[config.mk]
export PLATFORM = sky130hd
export DESIGN_NAME = lat_tester_ctrl
export DESIGN_NICKNAME = d
export VERILOG_FILES = /design/src/rtl/lat_tester_ctrl.sv
export SDC_FILE = /design/constraint.sdc
export NUM_CORES = 1
export LEC_CHECK = 0
export ABC_CLOCK_PERIOD_IN_PS = 2250
export CELL_PAD_IN_SITES_DETAIL_PLACEMENT = 0
export CELL_PAD_IN_SITES_GLOBAL_PLACEMENT = 2
export CORE_ASPECT_RATIO = 0.6
export CORE_UTILIZATION = 36
export CTS_CLUSTER_SIZE = 14
export DETAILED_ROUTE_END_ITERATION = 8
export PLACE_DENSITY_LB_ADDON = 0.05
export SLEW_MARGIN = 20
export SYNTH_ARGS = -nofsm -noshare
export SYNTH_HDL_FRONTEND = slang
export SYNTH_SLANG_ARGS = --single-unit
[constraint.sdc]
create_clock -name clk27 -period 2.25 [get_ports clk27]
set_input_delay 0.45 -clock clk27 [delete_from_list [all_inputs] [get_ports clk27]]
set_output_delay 0.45 -clock clk27 [all_outputs]
set_load 0.02 [all_outputs]
[src/rtl/lat_tester_ctrl.sv]
// Display latency measurement controller: waits for a dark screen, lights the
// test patch on a frame boundary and times the photodiode response in microseconds.
module lat_tester_ctrl #(
  parameter int unsigned PRESCALE     = 27,
  parameter int unsigned DARK_FRAMES  = 3,
  parameter logic [7:0]  DARK_TIMEOUT = 8'd120,
  parameter int unsigned SENSOR_FILT  = 16,
  parameter logic [15:0] MAX_US       = 16'd65000
) (
  input  logic        clk27,
  input  logic        reset_n,
  input  logic        start,
  input  logic        abort,
  input  logic [1:0]  mode_in,
  input  logic        VSYNC_in,
  input  logic        sensor_in,
  output logic        lt_active,
  output logic [1:0]  lt_mode,
  output logic        busy,
  output logic [15:0] result,
  output logic        result_valid,
  output logic        err_dark,
  output logic        err_timeout
);

  localparam int unsigned PW = (PRESCALE > 1) ? $clog2(PRESCALE) : 1;
  localparam int unsigned FW = $clog2(SENSOR_FILT + 1);
  localparam int unsigned DW = $clog2(DARK_FRAMES + 1);
  localparam logic [PW-1:0] PRESC_LAST = PW'(PRESCALE - 1);
  localparam logic [FW-1:0] FILT_MAX   = FW'(SENSOR_FILT);
  localparam logic [DW-1:0] DARK_REQ   = DW'(DARK_FRAMES);
  localparam logic [15:0]   US_LAST    = MAX_US - 16'd1;

  typedef enum logic [1:0] {IDLE, WAIT_DARK, MEASURE, HOLD} state_t;

  state_t        state, state_nxt;
  logic          sens_meta, sens_s, vs_q;
  logic [FW-1:0] filt_cnt;
  logic [DW-1:0] dark_cnt, dark_nxt, dark_inc;
  logic [7:0]    frame_cnt, frame_nxt, frame_inc;
  logic [PW-1:0] presc, presc_nxt;
  logic [15:0]   us_cnt, us_nxt, result_nxt;
  logic [1:0]    mode_nxt;
  logic          active_nxt, valid_nxt, err_dark_nxt, err_to_nxt, busy_nxt;
  logic          lit, vs_fall, tick;

  // Sensor synchronizer, glitch filter and VSYNC edge register
  always_ff @(posedge clk27 or negedge reset_n) begin
    if (!reset_n) begin
      sens_meta <= 1'b0;
      sens_s    <= 1'b0;
      filt_cnt  <= '0;
      vs_q      <= 1'b0;
    end else begin
      sens_meta <= sensor_in;
      sens_s    <= sens_meta;
      vs_q      <= VSYNC_in;
      if (!sens_s)
        filt_cnt <= '0;
      else if (filt_cnt != FILT_MAX)
        filt_cnt <= filt_cnt + FW'(1);
    end
  end

  assign lit       = (filt_cnt == FILT_MAX);
  assign vs_fall   = vs_q & ~VSYNC_in;
  assign tick      = (presc == PRESC_LAST);
  assign dark_inc  = dark_cnt + DW'(1);
  assign frame_inc = frame_cnt + 8'd1;

  always_ff @(posedge clk27 or negedge reset_n) begin
    if (!reset_n) state <= IDLE;
    else          state <= state_nxt;
  end

  // Next-state and next-output logic
  always_comb begin
    state_nxt    = state;
    active_nxt   = lt_active;
    mode_nxt     = lt_mode;
    result_nxt   = result;
    valid_nxt    = result_valid;
    err_dark_nxt = err_dark;
    err_to_nxt   = err_timeout;
    dark_nxt     = dark_cnt;
    frame_nxt    = frame_cnt;
    presc_nxt    = presc;
    us_nxt       = us_cnt;
    case (state)
      IDLE: begin
        if (start && !abort) begin
          mode_nxt     = mode_in;
          valid_nxt    = 1'b0;
          err_dark_nxt = 1'b0;
          err_to_nxt   = 1'b0;
          dark_nxt     = '0;
          frame_nxt    = '0;
          state_nxt    = WAIT_DARK;
        end
      end
      WAIT_DARK: begin
        if (vs_fall) begin
          frame_nxt = frame_inc;
          dark_nxt  = sens_s ? '0 : dark_inc;
          if (!sens_s && dark_inc == DARK_REQ) begin
            state_nxt  = MEASURE;
            active_nxt = 1'b1;
            presc_nxt  = '0;
            us_nxt     = '0;
          end else if (frame_inc == DARK_TIMEOUT) begin
            err_dark_nxt = 1'b1;
            state_nxt    = IDLE;
          end
        end
      end
      MEASURE: begin
        presc_nxt = tick ? '0 : presc + PW'(1);
        if (tick) us_nxt = us_cnt + 16'd1;
        if (lit) begin
          result_nxt = us_cnt;
          valid_nxt  = 1'b1;
          state_nxt  = HOLD;
        end else if (tick && us_cnt == US_LAST) begin
          result_nxt = 16'hFFFF;
          err_to_nxt = 1'b1;
          state_nxt  = HOLD;
        end
      end
      HOLD: begin
        // Patch is only removed at a frame boundary
        if (vs_fall) begin
          active_nxt = 1'b0;
          state_nxt  = IDLE;
        end
      end
      default: state_nxt = IDLE;
    endcase
    if (abort && state != IDLE) begin
      state_nxt    = IDLE;
      active_nxt   = 1'b0;
      result_nxt   = result;
      valid_nxt    = result_valid;
      err_dark_nxt = err_dark;
      err_to_nxt   = err_timeout;
    end
    busy_nxt = (state_nxt != IDLE);
  end

  always_ff @(posedge clk27 or negedge reset_n) begin
    if (!reset_n) begin
      lt_active    <= 1'b0;
      lt_mode      <= 2'b00;
      busy         <= 1'b0;
      result       <= 16'd0;
      result_valid <= 1'b0;
      err_dark     <= 1'b0;
      err_timeout  <= 1'b0;
      dark_cnt     <= '0;
      frame_cnt    <= '0;
      presc        <= '0;
      us_cnt       <= '0;
    end else begin
      lt_active    <= active_nxt;
      lt_mode      <= mode_nxt;
      busy         <= busy_nxt;
      result       <= result_nxt;
      result_valid <= valid_nxt;
      err_dark     <= err_dark_nxt;
      err_timeout  <= err_to_nxt;
      dark_cnt     <= dark_nxt;
      frame_cnt    <= frame_nxt;
      presc        <= presc_nxt;
      us_cnt       <= us_nxt;
    end
  end

endmodule

# Yosys cells after proc, flatten, opt, wreduce, memory -nomap -nowiden
# Index checks and enable logic that the tools add are counted.
op_classes:
  shift: 0
  bitwise_logic: 3
  order_cmp: 0
  muxes: 43
  n_eq_ne: 22
  addsub: 5
  mul: 0
  reduce_logical: 23
  n_div: 0
ops:
  columns: ["op", "n"]
  rows:
  - ["2-to-1 mux 16 bit", 5]
  - ["one-hot mux 16 bit (2 select lines)", 1]
  - ["2-to-1 mux 5 bit", 5]
  - ["2-to-1 mux 2 bit", 11]
  - ["inequality test 2 bit, second input constant", 9]
  - ["adder 16 x 1 -> 16 bit, second input constant", 1]
  - ["equality test 16 bit, second input constant", 1]
  - ["2-to-1 mux 8 bit", 2]
  - ["one-hot mux 8 bit (2 select lines)", 1]
  - ["AND reduction 4 bit", 3]
  - ["nonzero test 2 bit", 6]
  - ["2-to-1 mux 1 bit", 11]
  - ["adder 5 x 1 -> 5 bit, second input constant", 2]
  - ["equality test 5 bit, second input constant", 2]
  - ["one-hot mux 5 bit (2 select lines)", 1]
  - ["inequality test 3 bit, second input constant", 3]
  - ["AND reduction 3 bit", 3]
  - ["adder 8 x 1 -> 8 bit, second input constant", 1]
  - ["equality test 8 x 7 -> 1 bit, second input constant", 1]
  - ["one-hot mux 1 bit (2 select lines)", 4]
  - ["one-hot mux 2 bit (4 select lines)", 1]
  - ["equality test 2 bit, second input constant", 3]
  - ["AND reduction 6 bit", 1]
  - ["inequality test 5 bit, second input constant", 1]
  - ["other kinds (12)", 17]
totals:
  mem_count: 0
  ramBits: 0
  out_inout_bits: 23
  inputBits: 8
  romBits: 0
  regBits: 64
  elab_cells: 112
  latch_bits: 0

# Longest topological paths before layout
depth:
  depth_word: 8
  ltp_mapped: 8
  ltp_nobuf: 6

# Worst setup path after synthesis
# No wires, ideal clock.
synth_timing:
  path_kind: "reg2reg"
  start: "reg presc[0]"
  end: "reg us_cnt[10]"
  n_path_buf: 0
  synth_period_minus_slack_ns: 1.917
  path_slack_ns: 0.333
  required_ns: 2.177
  setup_ns: 0.073
  stages_incl_launch_ff: 7
  t_arrival_ns: 1.844
  cell_sequence: "dfrtp_1 inv_1 ha_1 nand4b_4 or4_4 or3_1 a21oi_2"
synth_via:
  elab_chain_cells: 3
synth_lines:
  columns: ["element", "line_no", "rtl"]
  rows:
  - ["from (decl)", "41", "logic [PW-1:0] presc, presc_nxt;"]
  - ["from (signal assigned)", "172", "presc <= presc_nxt;"]
  - ["equality test 5 bit", "67", "assign tick = (presc == PRESC_LAST);"]
  - ["inequality test 2 bit (no line)", null, null]
  - ["AND reduction 4 bit (no line)", null, null]
  - ["to (signal assigned)", "173", "us_cnt <= us_nxt;"]
  - ["to (decl)", "42", "logic [15:0] us_cnt, us_nxt, result_nxt;"]
# No other way between the ends.
# A chain may end at the register's enable or synchronous reset.

# Worst setup path after layout
layout_timing:
  start: "reg us_cnt[0]"
  end: "reg us_cnt[14]"
layout_via:
  elab_chain_cells: 3
layout_lines:
  columns: ["element", "line_no", "rtl"]
  rows:
  - ["adder 16 x 1 -> 16 bit", "118", "if (tick) us_nxt = us_cnt + 16'd1;"]
  - ["2-to-1 mux 16 bit", "118", null]
  - ["one-hot mux 16 bit (2 select lines)", "89", "case (state)"]
# No other way between the ends. The select of a mux whose other input is x is not followed.

==> impl_metrics.tcl <==
set metrics [dict create \
    timing.final.crit_period_ns 2.00 \
    cts_setup_buffers 0 \
    crit_path_start_kind "flop" \
    ys.flop_type "dfrtp_1" \
    drv_cap 0 \
    die_area_um2 9450 \
    synth_warnings 0 \
    worstSetupEndpointType "flop" \
    wl_per_cell_um 17.5 \
    peakVddDrop_mv 0.426 \
    critical_path_class "reg -> reg" \
    fp.dieH_um 75.7 \
    cts_made_buffers 9 \
    syn_avg_cell_area_um2 9.68 \
    synth_common_cells "64 x dfrtp_1, 30 x nand2_1, 30 x nor2_1" \
    htreeDepth 3 \
    rsz0062_at_grt "false" \
    syn_to_final_growth_pct 24.9 \
    grt_pass1_wl_um 14000 \
    r2r-start "us_cnt[0]" \
    overflow 0 \
    die_x_um 125 \
    synthesis.nets 352 \
    multi_input_area_um2 1550 \
    synthTopCellsByArea "dfrtp_1 49%, o21ai_0 3.7%, a211oi_1 3.7%" \
    routabilityCongestion 0.791 \
    async_flop_share_pct 100 \
    r2r_end "us_cnt[14]" \
    nNetsFinal 387 \
    hp-class "in -> async" \
    drv_slew 0 \
    fp.coreArea_um2 8650 \
    total_power_uw 3370 \
    synth-edff-count 0 \
    seqCellArea_um2 1600 \
    timing.final.hold_violations 0 \
    groute.usage.overall_pct 20.0 \
    rows 26 \
    cts_tree "yes" \
    required_ns 2.51 \
    relSlewSlack_pct 58.8 \
    drcViolationCount 8 \
    fill_cells 826 \
    synth_top_area_share_pct 49.1 \
    worst_pin_slew_ns 0.616 \
    grt_pass1_vias 2507 \
    ant_nets 0 \
    port_buffers 30 \
    worstRegToRegCells 5 \
    ctsResizeCount 0 \
    dpl.cell_count 473 \
    seq_area_frac_synth_pct 49.1 \
    clk_latency_ns 0.33 \
    hold_slack_ns 0.134 \
    viasPerCell 5.44 \
    hpwl_um 5820 \
    ctsHoldBuffers 0 \
    drive_above_1_share_pct 11.7 \
    p_leak_uw 0.00164 \
    setup_viol 0 \
    antenna_found_initial 0 \
    violations "DRC" \
    fin_crit_sh_pct 89.0 \
    n_antenna_cell 0 \
    vias 2662 \
    cts_buffer_depth 2 \
    clk_pin_slew_worst_paths_ns 0.05 \
    cts.sink_count 64 \
    initial_utilization_pct 37.7 \
    clock-root-buffer "clkbuf_16" \
    synthCells 337 \
    finalNonFillerCells 489 \
    fmax_mhz 499 \
    synth.distinct_cells 54 \
    dr.pass1.iters 6 \
    worstPathMaxFanout 5 \
    rrSetupSlack_ns 0.25 \
    drt-total-wl_um 8560 \
    netlist_area_um2 3260 \
    setup_tns_ns 0 \
    status "finished with violations" \
    io_pins 31 \
    grt_max_degree 65 \
    cp.arrival_ns 2.26 \
    skew_ns 0.00474 \
    yosysTopAreaCell "dfrtp_1" \
    drtIter0Drc 161 \
    powerDensity_nw_per_um2 828 \
    yosysMostFrequentCell "dfrtp_1" \
    synth_seq_cells 64 \
    final_util_pct 47.1 \
]
==> how the worst max path moves through the flow <==
stage | startpoint | endpoint | slack, ns | depth (start not counted)
2_1_floorplan | presc[0] | us_cnt[10] | 0.33 | 6
3_5_place_dp | VSYNC_in | us_cnt[5] | 0.02 | 6
3_3_place_gp | VSYNC_in | us_cnt[5] | 0.05 | 6
5_1_grt | presc[0] | us_cnt[5] | 0.06 | 7
4_1_cts | presc[0] | us_cnt[5] | 0.24 | 7
6_report | us_cnt[0] | us_cnt[14] | 0.25 | 5
==> flip-flops by register name (all words and copies together), names as in the netlist, 2 cells and up <==
name       flops
dark_cnt       2
frame_cnt      8
result        16
state          2
us_cnt        16
filt_cnt       5
lt_mode        2
presc          5
==> worst max-delay path: stages (launching register included) <==
cell and delay (ns):
dfrtp_1 0.42, ha_1 0.26, nand3_2 0.11, or4_1 0.57, or4_1 0.42, a21oi_1 0.15
==> final cells by class <==
cell class | instances | area share (%)
flip-flops and latches | 64 | 39.3
multi-input cells | 243 | 38.1
repair buffers | 48 | 11.2
clock buffers | 13 | 6.39
well taps | 112 | 3.44
clock inverters | 3 | 0.983
inverters | 6 | 0.553
==> metrics by stage <==
| stage | worst slack [ns] | cell area, um^2 |
|---|---|---|
| floorplan | 0.333 | 3260 |
| global placement | 0.0489 | 3770 |
| detailed placement | 0.0242 | 3770 |
| CTS | 0.241 | 4070 |
| global route | 0.0591 | 4070 |
| finish | 0.248 | 4070 |
==> kinds of logic after synthesis <==
logic type / after synthesis / synth area share, %
AO/OA/AOI/OAI: 94 / 18.5
XOR/XNOR: 9 / 2.42
adder cells (fa/ha/maj): 7 / 2.69
buffers and inverters: 30 / 3.76
flip-flops: 64 / 49.1
multiplexers: 1 / 0.307
AND/OR/NAND/NOR: 132 / 23.3
==> where the power goes <==
part           internal [uW]  switching (uW)
Combinational            215             229
Sequential              1290             227
Clock                    915             499
Total                   2420             954
==> cells in the final DEF (no fill, tap or decap), types with 3 or more instances in the layout <==
cell type	instances
nand4b_1	3
nand4_1	9
or4_1	5
nand2b_1	5
o22ai_1	18
o41ai_1	3
buf_4	16
clkbuf_16	9
a21oi_1	15
xor2_1	4
dfrtp_1	64
o31ai_1	6
nor2_1	30
nor3_1	6
xnor2_1	5
clkdlybuf4s50_1	29
inv_1	6
or3_1	6
nand2_1	30
ha_1	7
a211oi_1	16
o21ai_0	24
nand3_1	11
and2_1	4
==> layer usage <==
layer | up-vias | GRT usage [%] | part of all wire (%)
li1 | 1328 | - | -
met1 | 1268 | 31.3 | 57
met2 | 64 | 25.5 | 37
met3 | 2 | 5.27 | 5.5
met4 | 0 | 6.91 | 0.34
met5 | - | 0 | 0
Power figures use the tool's default switching activity.
